## src/rtl/hsv_class_pipe.sv

```systemverilog
// hsv_class_pipe
// Two-stage pipelined HSV pixel classifier with a runtime-programmable
// threshold table and per-frame class histograms.
//
// Ports:
//   clk_in          system clock
//   rst_in          asynchronous, active-high reset
//   cfg_we          table write strobe
//   cfg_idx         table entry to write (writes to idx >= NUM_CLASSES ignored)
//   cfg_wdata       {en, code, hmin, hmax, smin, vmin}
//   pix_valid_in    pixel strobe
//   pix_eof_in      last pixel of frame, qualified by pix_valid_in
//   h_in/s_in/v_in  pixel HSV components
//   cls_valid_out   classified pixel strobe (2 cycles after pix_valid_in)
//   cls_out         class code of the winning entry, DEFAULT_CLS if none
//   cls_idx_out     winning entry index, NUM_CLASSES if none
//   stats_valid_out one-cycle pulse when stats_out is refreshed
//   stats_out       per-entry counts; slice i = entry i, top slice = no match
module hsv_class_pipe #(
  parameter int                WIDTH       = 8,
  parameter int                NUM_CLASSES = 4,
  parameter int                CLS_W       = 3,
  parameter logic [CLS_W-1:0]  DEFAULT_CLS = 3'b111,
  parameter int                CNT_W       = 20,
  localparam int               IDX_W       = (NUM_CLASSES > 1) ? $clog2(NUM_CLASSES) : 1,
  localparam int               OIDX_W      = $clog2(NUM_CLASSES + 1),
  localparam int               ENTRY_W     = 1 + CLS_W + 4 * WIDTH,
  localparam int               STATS_W     = (NUM_CLASSES + 1) * CNT_W
) (
  input  logic                clk_in,
  input  logic                rst_in,
  input  logic                cfg_we,
  input  logic [IDX_W-1:0]    cfg_idx,
  input  logic [ENTRY_W-1:0]  cfg_wdata,
  input  logic                pix_valid_in,
  input  logic                pix_eof_in,
  input  logic [WIDTH-1:0]    h_in,
  input  logic [WIDTH-1:0]    s_in,
  input  logic [WIDTH-1:0]    v_in,
  output logic                cls_valid_out,
  output logic [CLS_W-1:0]    cls_out,
  output logic [OIDX_W-1:0]   cls_idx_out,
  output logic                stats_valid_out,
  output logic [STATS_W-1:0]  stats_out
);

  // Power-up contents of the threshold table; entries 4 and above start disabled.
  function automatic logic [ENTRY_W-1:0] reset_entry(input int i);
    logic [ENTRY_W-1:0] e;
    case (i)
      0:       e = {1'b1, CLS_W'(1), WIDTH'(0),  WIDTH'(3),  WIDTH'(50),  WIDTH'(50)};
      1:       e = {1'b1, CLS_W'(4), WIDTH'(4),  WIDTH'(9),  WIDTH'(100), WIDTH'(100)};
      2:       e = {1'b1, CLS_W'(2), WIDTH'(21), WIDTH'(32), WIDTH'(100), WIDTH'(100)};
      3:       e = {1'b1, CLS_W'(3), WIDTH'(0),  WIDTH'(32), WIDTH'(100), WIDTH'(100)};
      default: e = '0;
    endcase
    return e;
  endfunction

  logic [ENTRY_W-1:0]  tbl        [NUM_CLASSES];
  logic [CLS_W-1:0]    entry_code [NUM_CLASSES];
  logic [NUM_CLASSES-1:0] match;

  logic                s1_valid;
  logic                s1_eof;
  logic [NUM_CLASSES-1:0] s1_match;
  logic [CLS_W-1:0]    s1_code    [NUM_CLASSES];

  logic [OIDX_W-1:0]   enc_idx;
  logic [CLS_W-1:0]    enc_code;

  logic [CNT_W-1:0]    cnt        [NUM_CLASSES + 1];
  logic [CNT_W-1:0]    cnt_inc    [NUM_CLASSES + 1];
  logic [STATS_W-1:0]  stats_next;

  // Threshold table. A write lands at the clock edge, so a pixel sampled on
  // that same edge still sees the old entry.
  always_ff @(posedge clk_in or posedge rst_in) begin
    if (rst_in) begin
      for (int i = 0; i < NUM_CLASSES; i++) tbl[i] <= reset_entry(i);
    end else if (cfg_we) begin
      for (int i = 0; i < NUM_CLASSES; i++)
        if (cfg_idx == IDX_W'(i)) tbl[i] <= cfg_wdata;
    end
  end

  // Per-entry match. A range with hmin > hmax wraps through zero (red hues).
  for (genvar g = 0; g < NUM_CLASSES; g++) begin : g_entry
    logic             en;
    logic [WIDTH-1:0] hmin, hmax, smin, vmin;
    logic             hue_ok;
    assign en            = tbl[g][ENTRY_W-1];
    assign entry_code[g] = tbl[g][ENTRY_W-2 -: CLS_W];
    assign hmin          = tbl[g][4*WIDTH-1 -: WIDTH];
    assign hmax          = tbl[g][3*WIDTH-1 -: WIDTH];
    assign smin          = tbl[g][2*WIDTH-1 -: WIDTH];
    assign vmin          = tbl[g][WIDTH-1:0];
    assign hue_ok        = (hmin <= hmax) ? ((h_in >= hmin) && (h_in <= hmax))
                                          : ((h_in >= hmin) || (h_in <= hmax));
    assign match[g]      = en && hue_ok && (s_in > smin) && (v_in > vmin);
  end

  // Stage 1: match vector plus a snapshot of the entry codes, so a table
  // rewrite while the pixel sits in stage 1 cannot change its class.
  always_ff @(posedge clk_in or posedge rst_in) begin
    if (rst_in) begin
      s1_valid <= 1'b0;
      s1_eof   <= 1'b0;
      s1_match <= '0;
      for (int i = 0; i < NUM_CLASSES; i++) s1_code[i] <= '0;
    end else begin
      s1_valid <= pix_valid_in;
      s1_eof   <= pix_valid_in && pix_eof_in;
      s1_match <= match;
      for (int i = 0; i < NUM_CLASSES; i++) s1_code[i] <= entry_code[i];
    end
  end

  // Lowest matching index wins.
  always_comb begin
    enc_idx  = OIDX_W'(NUM_CLASSES);
    enc_code = DEFAULT_CLS;
    for (int i = NUM_CLASSES - 1; i >= 0; i--) begin
      if (s1_match[i]) begin
        enc_idx  = OIDX_W'(i);
        enc_code = s1_code[i];
      end
    end
  end

  // Counters are bumped on the same edge that presents the pixel on
  // cls_valid_out, so an EOF snapshot can include its own pixel.
  always_comb begin
    stats_next = '0;
    for (int i = 0; i <= NUM_CLASSES; i++) begin
      cnt_inc[i] = cnt[i];
      if (s1_valid && (enc_idx == OIDX_W'(i)) && (cnt[i] != {CNT_W{1'b1}}))
        cnt_inc[i] = cnt[i] + CNT_W'(1);
      stats_next[i*CNT_W +: CNT_W] = cnt_inc[i];
    end
  end

  // Stage 2: classification outputs, histogram counters and the EOF snapshot.
  always_ff @(posedge clk_in or posedge rst_in) begin
    if (rst_in) begin
      cls_valid_out   <= 1'b0;
      cls_out         <= DEFAULT_CLS;
      cls_idx_out     <= OIDX_W'(NUM_CLASSES);
      stats_valid_out <= 1'b0;
      stats_out       <= '0;
      for (int i = 0; i <= NUM_CLASSES; i++) cnt[i] <= '0;
    end else begin
      cls_valid_out   <= s1_valid;
      stats_valid_out <= s1_valid && s1_eof;
      if (s1_valid) begin
        cls_out     <= enc_code;
        cls_idx_out <= enc_idx;
      end
      if (s1_valid && s1_eof) begin
        stats_out <= stats_next;
        for (int i = 0; i <= NUM_CLASSES; i++) cnt[i] <= '0;
      end else begin
        for (int i = 0; i <= NUM_CLASSES; i++) cnt[i] <= cnt_inc[i];
      end
    end
  end

endmodule

```

## config.mk

```make
export PLATFORM = sky130hd
export DESIGN_NAME = hsv_class_pipe
export DESIGN_NICKNAME = d
export VERILOG_FILES = /design/src/rtl/hsv_class_pipe.sv
export SDC_FILE = /design/constraint.sdc
export NUM_CORES = 1
export LEC_CHECK = 0
export BUFFER_PORTS_ARGS = -buffer_cell sky130_fd_sc_hd__buf_4
export CAP_MARGIN = 5
export CORE_AREA = 4 4 278 280
export DETAILED_ROUTE_END_ITERATION = 10
export DIE_AREA = 0 0 282 284
export GPL_TIMING_DRIVEN = 0
export HOLD_SLACK_MARGIN = 0.06
export PLACE_DENSITY = 0.5
export REMOVE_ABC_BUFFERS = 1
export SLEW_MARGIN = 20
export SYNTH_ARGS = -nofsm -noshare
export SYNTH_HDL_FRONTEND = slang
export SYNTH_SLANG_ARGS = --single-unit
```

## constraint.sdc

```tcl
create_clock -name clk_in -period 15.9 [get_ports clk_in]
set_clock_uncertainty 0.2 [all_clocks]
set_input_delay 2.385 -clock clk_in [delete_from_list [all_inputs] [get_ports clk_in]]
set_output_delay 2.385 -clock clk_in [all_outputs]
set_load 0.1 [all_outputs]
```

# Word level (Yosys, flattened, before mapping)
# Index checks and enable logic that the tools add are counted.
# totals
ramBits,0
latchBits,0
mem_bits_ro,0
output_inout_bits,108
in_bits,67
ff_bits,370
n_memories,0
# classes
mul,0
mux,18
shift,0
div_mod_pow,0
bitwise_logic,0
magnitude_cmp,20
n_eq_ne,12
n_addsub,5
n_reduce_logical,38
# op_table
operator,count
$add A20 B1 Y20 const B,5
$mux W100,1
$mux W20,5
$ne A20 B20 Y1 const B,5
$gt A8 B8 Y1,8
$le A8 B8 Y1,8
$ge A8 B8 Y1,4
$logic_and A1 B1 Y1,28
$mux W3,8
$reduce_and A2 Y1,4
$eq A3 B2 Y1 const B,2
$eq A2 B2 Y1 const B,2
$logic_or A1 B1 Y1,4
$mux W1,4
$eq A3 B1 Y1 const B,1
$eq A3 B3 Y1 const B,1
$logic_not A3 Y1,1
$eq A2 B1 Y1 const B,1
$logic_not A2 Y1,1

# Longest topological paths before layout
# depth
word_depth,9
depth_mapped,8
depth_no_buf,8

# Least setup slack after synthesis
# No wires, ideal clock.
# synth_path
kind,input port to flip-flop
startpoint,in h_in[0]
endpoint,reg s1_match[0]
t_required_ps,15574
path_slack_ps,11727
path_stages,8
setup_time_ps,126
arrival_ps,3848
path_cell_list,inv_1 > ha_1 > nand2b_1 > a21o_1 > a211oi_1 > o31ai_1 > maj3_1 > o311a_1
# synth_between
elab_chain_len,6
elab_cells_between_ends,8
cone_classes,2 x order compare; 1 x mux; 5 x reduce/logical
# synth_lines
element,line,source
"start, declared",37,"input logic [WIDTH-1:0] h_in,"
$ge A8 B8 Y1 or $le A8 B8 Y1 (tied branches),"98, 99",
$logic_or A1 B1 Y1 or $logic_and A1 B1 Y1 (tied branches),"99, 98",
$mux W1 *,98,assign hue_ok = (hmin <= hmax) ? ((h_in >= hmin) && (h_in <= hmax))
$logic_and A1 B1 Y1 * (3 in a row),100,assign match[g] = en && hue_ok && (s_in > smin) && (v_in > vmin);
named net match[0],62,logic [NUM_CLASSES-1:0] match;
"end signal, assigned",114,s1_match <= match;
"end, declared",66,logic [NUM_CLASSES-1:0] s1_match;
# The timed path passes the listed nets; every way through them passes the cells marked *.
# A chain may end at the register's enable or synchronous reset.

# Final worst setup path
# layout_path
startpoint,in s_in[1]
endpoint,reg s1_match[2]
# layout_between
elab_chain_len,3
# layout_lines
element,line,source
"start, declared",38,"input logic [WIDTH-1:0] s_in,"
$gt A8 B8 Y1,100,
$logic_and A1 B1 Y1 (2 in a row),100,
named net match[2],62,
# The timed path passes the listed nets, and every way through them passes these cells.

==> impl_metrics.env <==
export IMPL_outcome="finished, final reports clean"
export IMPL_drt_initial_drc_count=535
export IMPL_synth_edf_count=0
export IMPL_fin_nets=2173
export IMPL_synthFlopType="dfrtp_1"
export IMPL_cts_resized_gates=0
export IMPL_swShare=0.305
export IMPL_switchingPower_mw=0.840
export IMPL_ys_seq_area_frac=0.502
export IMPL_synth_distinct_cells=65
export IMPL_area_growth_pct=22.6
export IMPL_ios=175
export IMPL_crit_type="input port to register"
export IMPL_cp_arrival_ns=4.77
export IMPL_core_um2=74400
export IMPL_dieArea_um2=80100
export IMPL_r2r_cells=7
export IMPL_cts_root_buf="clkbuf_16"
export IMPL_cts_sinks=370
export IMPL_die_w_um=282
export IMPL_synthCells=1758
export IMPL_slowest_delay_ns=0.93
export IMPL_place_ws_ns=10.63
export IMPL_cp_required_ns=16.11
export IMPL_grt_use_met1=0.155
export IMPL_synth_area_leaders="dfrtp_1 (44%), ha_1 (11%), mux2_2 (7.0%)"
export IMPL_clock_latency_ns=0.58
export IMPL_rsz0062_at_grt="false"
export IMPL_use_met3=0.0280
export IMPL_p_leak_nw=10.7
export IMPL_grtUsageMet2=0.196
export IMPL_period_share=0.287
export IMPL_drive_above_1_share=0.230
export IMPL_gr_usage_all_layers=0.118
export IMPL_nFillCells=7652
export IMPL_comb_power_share=0.203
export IMPL_crit_chain="buf_4 > ha_1 > nor2b_1 > o211ai_1 > a21oi_1 > a211oi_1 > a2111oi_0 > nor3b_1"
export IMPL_synth_area_um2=18600
export IMPL_via_per_inst=4.46
export IMPL_wirelength_mm=47.6
export IMPL_antenna_found_initial=6
export IMPL_die_y_um=284
export IMPL_hpwl_mm=35.5
export IMPL_num_rows=100
export IMPL_slew_headroom=0.282
export IMPL_fin_ws_ns=11.34
export IMPL_whs_path_depth=0
export IMPL_grt_max_degree=105
export IMPL_mostFrequentLayoutCell="dfrtp_1"
export IMPL_period_minus_slack_ns=4.56
export IMPL_layout_common_cells="dfrtp_1 (323), buf_4 (179), nand2_1 (172)"
export IMPL_synth_area_leader_cell="dfrtp_1"
export IMPL_synthArstFlopShare=1.00
export IMPL_cts_tree="yes"
export IMPL_synth_top_area_share=0.435
export IMPL_reg2reg_slack_ns=12.86
export IMPL_setup_violations=0
export IMPL_holdBufCountCts=0
export IMPL_crit_slowest_cell="a2111oi_0"
export IMPL_portBuffers=174
export IMPL_globalRoute_totalOverflow=0
export IMPL_clockBufferDepth=3
export IMPL_drv_cap=0
export IMPL_worst_slew_pin_slew_ns=1.05
export IMPL_cp_end_kind="register"
export IMPL_yosysWarningCount=0
export IMPL_clock_power_share=0.390
export IMPL_antenna_left=0
export IMPL_via_count=13100
export IMPL_p_int_mw=1.91
export IMPL_drtPass1Iterations=5
export IMPL_seqPwrFrac=0.406
export IMPL_grt_busiest_layer="met2"
export IMPL_cp_start_kind="input port"
export IMPL_ys_ff_latch=370
export IMPL_cts_max_level=2
export IMPL_post_cts_setup_buffers=0
export IMPL_powerDensity_nw_per_um2=121
export IMPL_path_clk_slew_ns=0.06
export IMPL_cp_max_fo=4
export IMPL_start_util=0.250
export IMPL_drc_errors=0
export IMPL_cts_buffers=47
export IMPL_hold_viol=0
export IMPL_finalMaxSlewViolations=0
export IMPL_total_power_mw=2.75
export IMPL_routabilityCongestion=0.792
export IMPL_fmax_ghz=0.219
export IMPL_grt_pass1_wl_mm=76.5
export IMPL_wl_per_cell_um=16.2
export IMPL_grt_pass1_vias=13800
export IMPL_hp_class="register to register"
export IMPL_setup_tns_ns=0
export IMPL_syn_area_per_cell_um2=10.6
export IMPL_peakVddDrop_v=0.0000718
[kinds of logic after synthesis]
logic type,Yosys count,share of synthesized area
AND/OR/NAND/NOR,531,0.140
flip-flops,370,0.502
AO/OA/AOI/OAI,293,0.0925
buffers and inverters,185,0.0377
adder cells (fa/ha/maj),167,0.112
multiplexers,125,0.0752
XOR/XNOR,87,0.0410
[state kept, by name, indices dropped and copies added, names as in the netlist]
| signal | count |
|---|---|
| g_entry.smin | 32 |
| s1_code | 12 |
| cnt | 100 |
| g_entry.hmin | 32 |
| s1_match | 4 |
| g_entry.hmax | 32 |
| cls_out | 3 |
| stats_valid_out | 1 |
| g_entry.en | 4 |
| cls_valid_out | 1 |
| s1_eof | 1 |
| cls_idx_out | 3 |
| s1_valid | 1 |
| g_entry.vmin | 32 |
| stats_out | 100 |
| entry_code | 12 |
[final timing paths]
path                                            to               start
worst min register to register          s1_code[7]       entry_code[7]
max in group asynchronous       g_entry[0].smin[1]              rst_in
worst max-delay path                   s1_match[2]             s_in[1]
worst max register to register         s1_match[2]  g_entry[2].smin[5]
min in group asynchronous            stats_out[43]              rst_in
worst min-delay path                    s1_code[7]       entry_code[7]
[synthesized netlist by cell type (all sizes together) (2+ instances only)]
library cell,n
buf,10
nand3,45
and3,26
nor3,9
inv,127
or4,2
mux2i,9
nand4,65
nor2,141
maj3,2
xor2,56
nand2,173
ha,165
o22a,3
mux2,116
o31ai,3
o21a,7
a22oi,2
nor3b,3
and4,14
a21o,21
a211oi,12
and2,6
xnor2,31
nor4,6
or2,3
dfrtp,323
o21ai,158
o211ai,12
a41oi,2
nor4b,2
dfstp,47
clkbuf,48
a31oi,2
nand2b,10
nand3b,3
nor2b,19
o22ai,8
a21oi,50
o311a,2
[routing by layer]
metal / vias to the layer above / share of wire
met4: 4 / 0.023
li1: 6487 / -
met3: 72 / 0.052
met5: - / 0.00044
met1: 6370 / 0.46
met2: 207 / 0.47
[layout make-up]
type / instances / area, µm² / area share
sequential: 370 / 9320 / 0.409
multi-input combinational: 1203 / 8580 / 0.377
timing repair buffer: 192 / 1600 / 0.0700
clock buffer: 61 / 1290 / 0.0566
tap: 969 / 1210 / 0.0532
inverter: 127 / 489 / 0.0215
clock inverter: 26 / 288 / 0.0126
antenna: 1 / 2.50 / 0.000110
[critical path: cells and delay by family]
kind / cells / cell delay, ns
AO/OA/AOI/OAI: 4 / 1.30
buffers and inverters: 1 / 0.13
adder cells (fa/ha/maj): 1 / 0.29
AND/OR/NAND/NOR: 2 / 0.66
[metrics by stage]
step / instances / area (µm²) / utilization / hold slack (ns)
after floorplan: 1700 / 18400 / - / 0.149
final: 2949 / 22800 / 0.306 / 0.170
after detailed placement: 2861 / 21200 / 0.285 / 0.164
after CTS: 2948 / 22800 / 0.306 / 0.179
after global placement: 2843 / 20900 / 0.280 / 0.165
after global routing: 2948 / 22800 / 0.306 / 0.192
[power groups by stage]
stage | clock network, mW | registers [mW] | logic (mW)
detailed placement | 0 | 1.13 | 0.566
CTS | 1.12 | 1.12 | 0.570
global placement | 0 | 1.13 | 0.546
global route | 1.16 | 1.13 | 0.630
finish | 1.07 | 1.12 | 0.559
floorplan | 0 | 1.21 | 0.308
Power figures use the tool's default switching activity.
